===== config.mk =====
export PLATFORM = sky130hd
export DESIGN_NAME = wb_line_buffer
export DESIGN_NICKNAME = d
export VERILOG_FILES = /design/src/rtl/wb_pkg.sv /design/src/rtl/wb_line_buffer.sv
export SDC_FILE = /design/constraint.sdc
export NUM_CORES = 1
export LEC_CHECK = 0
export CAP_MARGIN = 20
export CORE_ASPECT_RATIO = 1.25
export CORE_MARGIN = 1
export CORE_UTILIZATION = 55
export DETAILED_ROUTE_END_ITERATION = 12
export GPL_ROUTABILITY_DRIVEN = 1
export GPL_TIMING_DRIVEN = 0
export PLACE_DENSITY = 0.89
export SLEW_MARGIN = 5
export SYNTH_ARGS = -nofsm -noshare
export SYNTH_HDL_FRONTEND = slang
export SYNTH_SLANG_ARGS = --single-unit

===== constraint.sdc =====
create_clock -name wb_clk_i -period 7.4 [get_ports wb_clk_i]
set_clock_uncertainty 0.15 [all_clocks]
set_input_delay 0.74 -clock wb_clk_i [delete_from_list [all_inputs] [get_ports wb_clk_i]]
set_output_delay 0.74 -clock wb_clk_i [all_outputs]
set_load 0.005 [all_outputs]

===== src/rtl/wb_pkg.sv =====
// Shared Wishbone definitions for the line buffer: FSM encoding, burst
// cycle-type / burst-type codes and a byte-lane merge helper.
package wb_pkg;

    typedef enum logic [1:0] {
        IDLE  = 2'd0,
        FILL  = 2'd1,
        WRITE = 2'd2,
        RESP  = 2'd3
    } lb_state_e;

    localparam logic [2:0] CTI_CLASSIC = 3'b000;
    localparam logic [2:0] CTI_INCR    = 3'b010;
    localparam logic [2:0] CTI_EOB     = 3'b111;
    localparam logic [1:0] BTE_LINEAR  = 2'b00;

    function automatic logic [31:0] byte_merge(input logic [31:0] old_word,
                                               input logic [31:0] new_word,
                                               input logic [3:0]  sel);
        logic [31:0] merged;
        for (int i = 0; i < 4; i++) begin
            merged[8*i +: 8] = sel[i] ? new_word[8*i +: 8] : old_word[8*i +: 8];
        end
        return merged;
    endfunction

endpackage


===== src/rtl/wb_line_buffer.sv =====
// Single-line read buffer between a classic Wishbone CPU port and a B3 burst
// SDRAM port: read misses fill a whole line, writes pass straight through.
module wb_line_buffer
    import wb_pkg::*;
#(
    parameter int ADDR_WIDTH = 32,
    parameter int LINE_WORDS = 8
) (
    input  logic                  wb_clk_i,
    input  logic                  wb_rst_i,
    input  logic                  wbs_cyc_i,
    input  logic                  wbs_stb_i,
    input  logic                  wbs_we_i,
    input  logic [ADDR_WIDTH-1:0] wbs_adr_i,
    input  logic [31:0]           wbs_dat_i,
    input  logic [3:0]            wbs_sel_i,
    output logic [31:0]           wbs_dat_o,
    output logic                  wbs_ack_o,
    output logic                  wbs_err_o,
    output logic                  wbm_cyc_o,
    output logic                  wbm_stb_o,
    output logic                  wbm_we_o,
    output logic [ADDR_WIDTH-1:0] wbm_adr_o,
    output logic [31:0]           wbm_dat_o,
    output logic [3:0]            wbm_sel_o,
    output logic [2:0]            wbm_cti_o,
    output logic [1:0]            wbm_bte_o,
    input  logic [31:0]           wbm_dat_i,
    input  logic                  wbm_ack_i,
    input  logic                  wbm_err_i,
    input  logic                  flush_i
);

    localparam int WORD_W = $clog2(LINE_WORDS);
    localparam int OFF_W  = WORD_W + 2;
    localparam int TAG_W  = ADDR_WIDTH - OFF_W;
    localparam logic [WORD_W-1:0] LAST_BEAT = WORD_W'(LINE_WORDS - 1);

    lb_state_e           state_reg, state_next;
    logic                valid_reg, valid_next;
    logic                ack_reg, ack_next;
    logic                err_reg, err_next;
    logic                abort_reg, abort_next;
    logic                flush_pend_reg, flush_pend_next;
    logic [WORD_W-1:0]   beat_reg, beat_next;

    logic [TAG_W-1:0]      tag_reg;
    logic [31:0]           line_reg [LINE_WORDS];
    logic [ADDR_WIDTH-1:0] req_adr_reg;
    logic [31:0]           req_dat_reg;
    logic [3:0]            req_sel_reg;
    logic [31:0]           dat_reg;

    logic                capture, fill_wr, line_upd, dat_load;
    logic [31:0]         dat_value;
    logic                slv_req, in_hit, cur_hit, last_beat, slv_gone;
    logic [WORD_W-1:0]   in_word, cur_word;

    assign slv_req   = wbs_cyc_i & wbs_stb_i;
    assign in_word   = wbs_adr_i[OFF_W-1:2];
    assign cur_word  = req_adr_reg[OFF_W-1:2];
    assign in_hit    = valid_reg && (tag_reg == wbs_adr_i[ADDR_WIDTH-1:OFF_W]);
    assign cur_hit   = valid_reg && (tag_reg == req_adr_reg[ADDR_WIDTH-1:OFF_W]);
    assign last_beat = (beat_reg == LAST_BEAT);
    // Once the CPU abandons its cycle mid-transfer, the eventual termination is swallowed.
    assign slv_gone  = abort_reg | ~wbs_cyc_i;

    always_comb begin
        state_next      = state_reg;
        valid_next      = valid_reg;
        ack_next        = 1'b0;
        err_next        = 1'b0;
        abort_next      = abort_reg;
        flush_pend_next = flush_pend_reg;
        beat_next       = beat_reg;
        capture         = 1'b0;
        fill_wr         = 1'b0;
        line_upd        = 1'b0;
        dat_load        = 1'b0;
        dat_value       = line_reg[in_word];

        unique case (state_reg)
            IDLE: begin
                abort_next      = 1'b0;
                flush_pend_next = 1'b0;
                beat_next       = '0;
                if (slv_req) begin
                    capture = 1'b1;
                    if (wbs_we_i) begin
                        state_next = WRITE;
                    end else if (in_hit) begin
                        state_next = RESP;
                        ack_next   = 1'b1;
                        dat_load   = 1'b1;
                    end else begin
                        state_next = FILL;
                        valid_next = 1'b0;
                    end
                end
            end
            FILL: begin
                if (!wbs_cyc_i) abort_next = 1'b1;
                if (flush_i)    flush_pend_next = 1'b1;
                if (wbm_err_i) begin
                    state_next = RESP;
                    err_next   = ~slv_gone;
                    valid_next = 1'b0;
                end else if (wbm_ack_i) begin
                    fill_wr   = 1'b1;
                    beat_next = beat_reg + 1'b1;
                    if (beat_reg == cur_word) begin
                        dat_load  = 1'b1;
                        dat_value = wbm_dat_i;
                    end
                    if (last_beat) begin
                        state_next = RESP;
                        ack_next   = ~slv_gone;
                        valid_next = ~(flush_pend_reg | flush_i);
                    end
                end
            end
            WRITE: begin
                if (!wbs_cyc_i) abort_next = 1'b1;
                if (wbm_err_i) begin
                    state_next = RESP;
                    err_next   = ~slv_gone;
                end else if (wbm_ack_i) begin
                    state_next = RESP;
                    ack_next   = ~slv_gone;
                    line_upd   = cur_hit;
                end
            end
            RESP: begin
                state_next = IDLE;
            end
            default: state_next = IDLE;
        endcase

        // During FILL a flush is deferred so it also covers the line being loaded.
        if (flush_i && state_reg != FILL) valid_next = 1'b0;
    end

    always_ff @(posedge wb_clk_i or posedge wb_rst_i) begin
        if (wb_rst_i) begin
            state_reg      <= IDLE;
            valid_reg      <= 1'b0;
            ack_reg        <= 1'b0;
            err_reg        <= 1'b0;
            abort_reg      <= 1'b0;
            flush_pend_reg <= 1'b0;
            beat_reg       <= '0;
        end else begin
            state_reg      <= state_next;
            valid_reg      <= valid_next;
            ack_reg        <= ack_next;
            err_reg        <= err_next;
            abort_reg      <= abort_next;
            flush_pend_reg <= flush_pend_next;
            beat_reg       <= beat_next;
        end
    end

    always_ff @(posedge wb_clk_i) begin
        if (capture) begin
            req_adr_reg <= wbs_adr_i;
            req_dat_reg <= wbs_dat_i;
            req_sel_reg <= wbs_sel_i;
        end
        if (dat_load) dat_reg <= dat_value;
        if (fill_wr) begin
            line_reg[beat_reg] <= wbm_dat_i;
            if (last_beat) tag_reg <= req_adr_reg[ADDR_WIDTH-1:OFF_W];
        end
        if (line_upd) line_reg[cur_word] <= byte_merge(line_reg[cur_word], req_dat_reg, req_sel_reg);
    end

    assign wbs_dat_o = dat_reg;
    assign wbs_ack_o = ack_reg;
    assign wbs_err_o = err_reg;

    // Master controls decode straight from state so an async reset drops the bus immediately.
    assign wbm_cyc_o = (state_reg == FILL) || (state_reg == WRITE);
    assign wbm_stb_o = wbm_cyc_o;
    assign wbm_we_o  = (state_reg == WRITE);
    assign wbm_adr_o = (state_reg == FILL) ? {req_adr_reg[ADDR_WIDTH-1:OFF_W], beat_reg, 2'b00}
                                           : req_adr_reg;
    assign wbm_dat_o = req_dat_reg;
    assign wbm_sel_o = (state_reg == FILL) ? 4'hF : req_sel_reg;
    assign wbm_cti_o = (state_reg == FILL) ? (last_beat ? CTI_EOB : CTI_INCR) : CTI_CLASSIC;
    assign wbm_bte_o = BTE_LINEAR;

endmodule


==> results.toml, run 1 <==
[outcome]
status = "completed"

[placed_design]
port_buffers = 215
dp_cells = 1486
gp_congestion = 0.833
dp_hpwl_um = 24800

[die]
io_pins = 218
rows = 69
die_w_um = 155
start_util_pct = 56.3
die_h_um = 193
die-area_um2 = 29900
core_um2 = 28600

[layout]
area_delta_synth_final_pct = 24.6
n_antenna_cell = 0
finalNonFillerCells = 1550
largest_reg_flops = 256
final_common_cell = "edfxtp_1"
drive_gt1_share_pct = 18.5
nNetsFinal = 1251
layout_common_cells = "383 x edfxtp_1, 215 x clkdlybuf4s50_1, 64 x mux4_2, 46 x nand2_1, 42 x xor2_1"

[cts]
cts.path.max_buffers = 3
clk_pin_slew_ps = 60
htreeDepth = 2
cts_tree = "yes"
post_cts_buffers = 0
holdBufCountCts = 0
clk_latency_ps = 530
cts_resized = 0
root_buffer = "clkbuf_16"
cts_buffers = 38
numClockSinks = 393

[grt]
grtUsageTotal_pct = 25.7
gr-usage-met2_pct = 46.1
grt_use_met3_pct = 6.41
gr-total-overflow = 0
grt-busiest-layer = "met2"
grt_first_pass_wirelength_um = 56300
grtUsageMet1_pct = 29.9
antenna_found_initial = 0
grt_pass1_vias = 9601
grt_max_degree = 57

[critical_path]
cp-start-kind = "input pin"
reg2reg_depth = 10
r2r_start = "state_reg[0]"
crit_arrival_ps = 3970
ff2ff_setup_slack_ps = 3510
cp_max_fo = 10
path_class = "in -> reg"
endpoint_kind = "flip-flop"
reg2reg_to = "line_reg[1][2]"
cp.required_ps = 7380

[power_and_ir_drop]
seqPwrFrac_pct = 49.8
p_leak_uw = 0.00669
swShare_pct = 22.8
pwr-share-clk_pct = 37.4
ir_drop_mv = 0.234
switchingPower_uw = 1190
power_frac_comb_pct = 12.8
p_int_uw = 4020
powerDensity_nw_per_um2 = 260

[detailed_routing]
drc = 0
ant_nets = 0
vias_per_cell = 5.85
first_pass_iters = 6
drtIter0Drc = 944
wl_per_cell_um = 24.4
num_vias = 9064
routed_wl_um = 37800

[timing]
slew_viol_final = 0
slew_headroom_pct = 32.3
rsz0062_at_grt = "no"
fin_crit_ps = 3980
tightest_slew_ps = 1010
setup_tns_ps = 0
min_period_over_period_pct = 53.8
setup_viol_count_final = 0
fmaxAchievable_mhz = 251
hold_viol_final = 0

[worst_hold_path]
hold_path_startpoint = "req_adr_reg[31]"
hold_path_depth = 0
hold_end = "tag_reg[26]"
hold_path_class = "reg -> reg"

[yosys]
synth_seq_cells = 393
seq_area_frac_synth_pct = 73.0
ys_warn_count = 0
syn_area_per_cell_um2 = 18.3
mappedNetlistArea_um2 = 16100
ys_types = 39
netlist_instances = 877

[flow_run]
cap_viol_max_count = 0
[routing by layer]
metal  up-vias  routed length (um)
met4         0                1150
met2       518               20000
met1      4551               13100
met3        92                3530
met5         -                   0
li1       3903                   -
[cells by family after synthesis]
group,share of synthesized area (%)
mux,14.3
simple gates,4.20
compound gates,1.85
buf+inv,2.97
xor+xnor,3.10
flops,73.0
fa+ha+maj,0.544
other cells,0.0233
[cell usage after synthesis]
master	instances	area (um^2)
or3_1	2	12.5
mux2i_1	34	340
o211ai_1	1	7.51
buf_6	2	22.5
nor3_1	6	30.0
a21oi_2	4	35.0
and3_1	1	6.26
buf_2	6	30.0
nor4_1	14	87.6
o21ai_0	37	185
inv_1	12	45.0
a21oi_1	6	30.0
xnor2_1	15	131
a32oi_1	1	8.76
dfrtp_1	10	250
mux2_2	37	417
nor2b_1	3	18.8
and2b_1	2	15.0
conb_1	1	3.75
nor2_1	38	143
and3b_1	3	26.3
xor2_1	42	368
o22ai_1	1	6.26
nand4_1	7	43.8
a22o_1	2	17.5
a21boi_0	1	7.51
nor3b_1	6	45.0
buf_12	1	20.0
nand4b_1	1	8.76
nand2_1	46	173
clkbuf_1	28	105
ha_1	7	87.6
mux4_2	64	1440
mux2i_2	7	96.3
and2_1	3	18.8
nand2b_1	2	12.5
edfxtp_1	383	11500
buf_4	34	255
nand3_1	7	35.0
[metrics by stage]
step	hold slack (ps)	total power, uW	cell area [um^2]	util (%)	setup slack [ps]
after global routing	373	5360	20100	70.2	3310
after CTS	350	5220	20100	70.2	3410
after global placement	329	3260	18700	65.6	2730
after floorplan	322	2970	16100	-	4290
final	348	5210	20100	70.2	3420
after detailed placement	333	3290	18800	65.8	2900
[cell type report]
class | count | area, um^2
clock inverter | 21 | 209
timing repair buffer | 218 | 2210
inverter | 12 | 47.5
fill | 1712 | 8520
clock buffer | 43 | 1040
multi-input combinational | 402 | 3860
buffer | 71 | 433
sequential | 393 | 11800
tap | 390 | 488
[how the worst max path moves through the flow]
stage	startpoint	to	slack, ps
5_1_grt	wbm_err_i	line_reg[1][4]	3310
4_1_cts	wbm_err_i	line_reg[1][2]	3410
6_report	wbm_err_i	line_reg[1][2]	3420
3_5_place_dp	wbm_err_i	line_reg[1][6]	2900
3_3_place_gp	wbm_err_i	wbs_dat_o[20]	2730
2_1_floorplan	state_reg[1]	valid_reg	4290
[power groups by stage]
| stage | sequential (uW) | clock, uW | combinational, uW |
|---|---|---|---|
| floorplan | 2630 | 0 | 335 |
| global placement | 2640 | 0 | 623 |
| detailed placement | 2640 | 0 | 652 |
| CTS | 2600 | 1960 | 663 |
| global route | 2600 | 2040 | 716 |
| finish | 2600 | 1950 | 666 |
[critical path, cell delays in order]
cell and delay, ps:
clkdlybuf4s50_1 510, nand4b_1 240, nor4_1 430, nand4_1 280
or3_1 400, buf_6 170, buf_12 160, mux2i_2 240
nor2_1 770
Power figures use the tool's default switching activity.
==> run 2: changes to the inputs <==
--- a/config.mk
+++ b/config.mk
@@ -8,11 +8,11 @@
 export CAP_MARGIN = 20
 export CORE_ASPECT_RATIO = 1.25
 export CORE_MARGIN = 1
-export CORE_UTILIZATION = 55
+export CORE_UTILIZATION = 50
 export DETAILED_ROUTE_END_ITERATION = 12
 export GPL_ROUTABILITY_DRIVEN = 1
 export GPL_TIMING_DRIVEN = 0
-export PLACE_DENSITY = 0.89
+export PLACE_DENSITY = 0.86
 export SLEW_MARGIN = 5
 export SYNTH_ARGS = -nofsm -noshare
 export SYNTH_HDL_FRONTEND = slang
==> constraint.sdc (replaced) <==
create_clock -name wb_clk_i -period 3.5 [get_ports wb_clk_i]
set_clock_uncertainty 0.15 [all_clocks]
set_input_delay 0.35 -clock wb_clk_i [delete_from_list [all_inputs] [get_ports wb_clk_i]]
set_output_delay 0.35 -clock wb_clk_i [all_outputs]
set_load 0.005 [all_outputs]
==> run 2 against run 1 <==
Sequential power is 110% higher. Cell count increased by 2.5%. Non-clock buffer count up 9. Via count down 0.14%. Utilization shrank 5.3 points. Wire length is 1.2% lower. Die area grew 9.9%. Hold slack worse by 140 ps. Critical path type is now reg -> reg.
==> results.toml, run 2 (same netlist as run 1, synthesis figures left out) <==
[die]
die-area_um2 = 32900
die_w_um = 162
die_h_um = 203
io_pins = 218
start_util_pct = 50.8
core_um2 = 31700
rows = 73

[timing]
tightest_slew_ps = 1030
setup_tns_ps = 0
min_period_over_period_pct = 98.1
fin_ws_ps = 66.7
rsz0062_at_grt = "yes"
slew_viol_final = 0
slew_headroom_pct = 31.6
fmaxAchievable_mhz = 291
hold_viol_final = 0
setup_viol_count_final = 0
fin_crit_ps = 3430

[critical_path]
path_delay_family = "simple AND/OR/NAND/NOR gates"
reg2reg_depth = 9
endpoint_kind = "flip-flop"
crit_arrival_ps = 3450
cp-start-kind = "flip-flop"
path_class = "reg -> reg"
worstSetupPathDepth = 9
cp_max_fo = 8
crit_path_cell_trace = "inv_1, ha_1, nand4b_1, nor4_2, nand4_1, or3_1, buf_6, mux2_2, nor2_2"
cpPeakStageDelay_ps = 430
cpMaxStageDelayCell = "nor2_2"
worst-path-buf-inv = 2
cp.required_ps = 3510

[placed_design]
dpl-instance-area_um2 = 18800
dp_hpwl_um = 24500
port_buffers = 215
gp_congestion = 0.849
place_ws_ps = -626

[layout]
stdcell_area_um2 = 20500
layout_common_cells = "383 x edfxtp_1, 215 x clkdlybuf4s50_1, 64 x mux4_2, 46 x nand2_1, 42 x xor2_1"
drive_gt1_share_pct = 22.1
largest_reg_flops = 256
nNetsFinal = 1261
final_common_cell = "edfxtp_1"
fill_cells = 2060
area_delta_synth_final_pct = 27.7

[cts]
clk_pin_slew_ps = 60
cts_tree = "yes"
root_buffer = "clkbuf_16"
cts_buffers = 39
numClockSinks = 393
cts.path.max_buffers = 3
clk_latency_ps = 550
htreeDepth = 2

[detailed_routing]
drtIter0Drc = 612
drc = 0
vias_per_cell = 5.70
ant_nets = 0
wl_per_cell_um = 23.5
num_vias = 9051
first_pass_iters = 5
routed_wl_um = 37300

[grt]
grtUsageTotal_pct = 22.6
grt_max_degree = 53
grt_first_pass_wirelength_um = 55100
antenna_found_initial = 0
gr-total-overflow = 0
grt_pass1_vias = 9446

[worst_hold_path]
hold_path_depth = 1
hold_path_class = "in -> reg"

[power_and_ir_drop]
seqPwrFrac_pct = 49.4
p_int_uw = 8450
p_leak_uw = 0.00675
powerDensity_nw_per_um2 = 541
power_frac_comb_pct = 13.8
pwr-share-clk_pct = 36.8
swShare_pct = 24.0
switchingPower_uw = 2660
ir_drop_mv = 0.529

[outcome]
status = "completed"

[flow_run]
cap_viol_max_count = 0
-- run 2: path summary, 6_finish.rpt --
check	startpoint	endpoint	slack, ps
max	state_reg[0]	line_reg[7][21]	70
max reg2reg	state_reg[0]	line_reg[7][21]	70
min reg2reg	req_adr_reg[18]	tag_reg[13]	360
min	wbs_dat_i[4]	wbm_dat_o[4]	210
max in group asynchronous	wb_rst_i	wbs_err_o	2390
min in group asynchronous	wb_rst_i	valid_reg	520
-- run 2: what timing repair did --
item,4_1_cts,5_1_grt
hold buffers,1,0
buffers inserted,0,8
pin swaps,0,7
setup endpoints to repair,256,256
resized for setup,44,30
endpoints found under the hold margin,10,0
-- run 2: area by class of cell --
cell class / count / area [um^2] / area share (%)
multi-input cells: 402 / 4190 / 20.4
inverters: 12 / 47.5 / 0.231
well taps: 412 / 515 / 2.51
plain buffers: 71 / 433 / 2.11
repair buffers: 227 / 2360 / 11.5
clock buffers: 47 / 1030 / 5.00
diodes: 1 / 2.50 / 0.0122
flip-flops and latches: 393 / 11800 / 57.2
clock inverters: 23 / 219 / 1.07
-- run 2: per-stage QoR --
| stage | instances | power [uW] | utilization [%] | hold WS [ps] |
|---|---|---|---|---|
| finish | 1588 | 11100 | 64.8 | 209 |
| global route | 1587 | 11500 | 64.8 | 188 |
| detailed placement | 1508 | 6960 | 59.4 | 342 |
| global placement | 1505 | 6900 | 59.2 | 331 |
| CTS | 1579 | 11000 | 63.8 | 197 |
| floorplan | 878 | 6270 | - | 40.2 |
-- run 2: routing by layer --
| layer | part of all wire [%] | vias to the layer above | GRT usage (%) |
|---|---|---|---|
| li1 | - | 3943 | - |
| met4 | 3.0 | 0 | 8.19 |
| met3 | 8.8 | 83 | 4.92 |
| met2 | 52 | 443 | 40.0 |
| met1 | 36 | 4582 | 26.9 |
| met5 | 0 | - | 0 |
-- run 2: worst register-to-register path, cell delays in order (launching register included) --
cell	delay, ps
dfrtp_1	420
inv_1	110
ha_1	250
nand4b_1	170
nor4_2	350
nand4_1	240
or3_1	390
buf_6	170
mux2_2	390
nor2_2	430
-- run 2: power by group through the flow --
stage,Combinational [uW],Clock (uW),Sequential [uW]
after detailed placement,1370,0,5590
after floorplan,708,0,5560
final,1540,4090,5490
after CTS,1430,4130,5490
after global routing,1650,4320,5500
after global placement,1310,0,5580
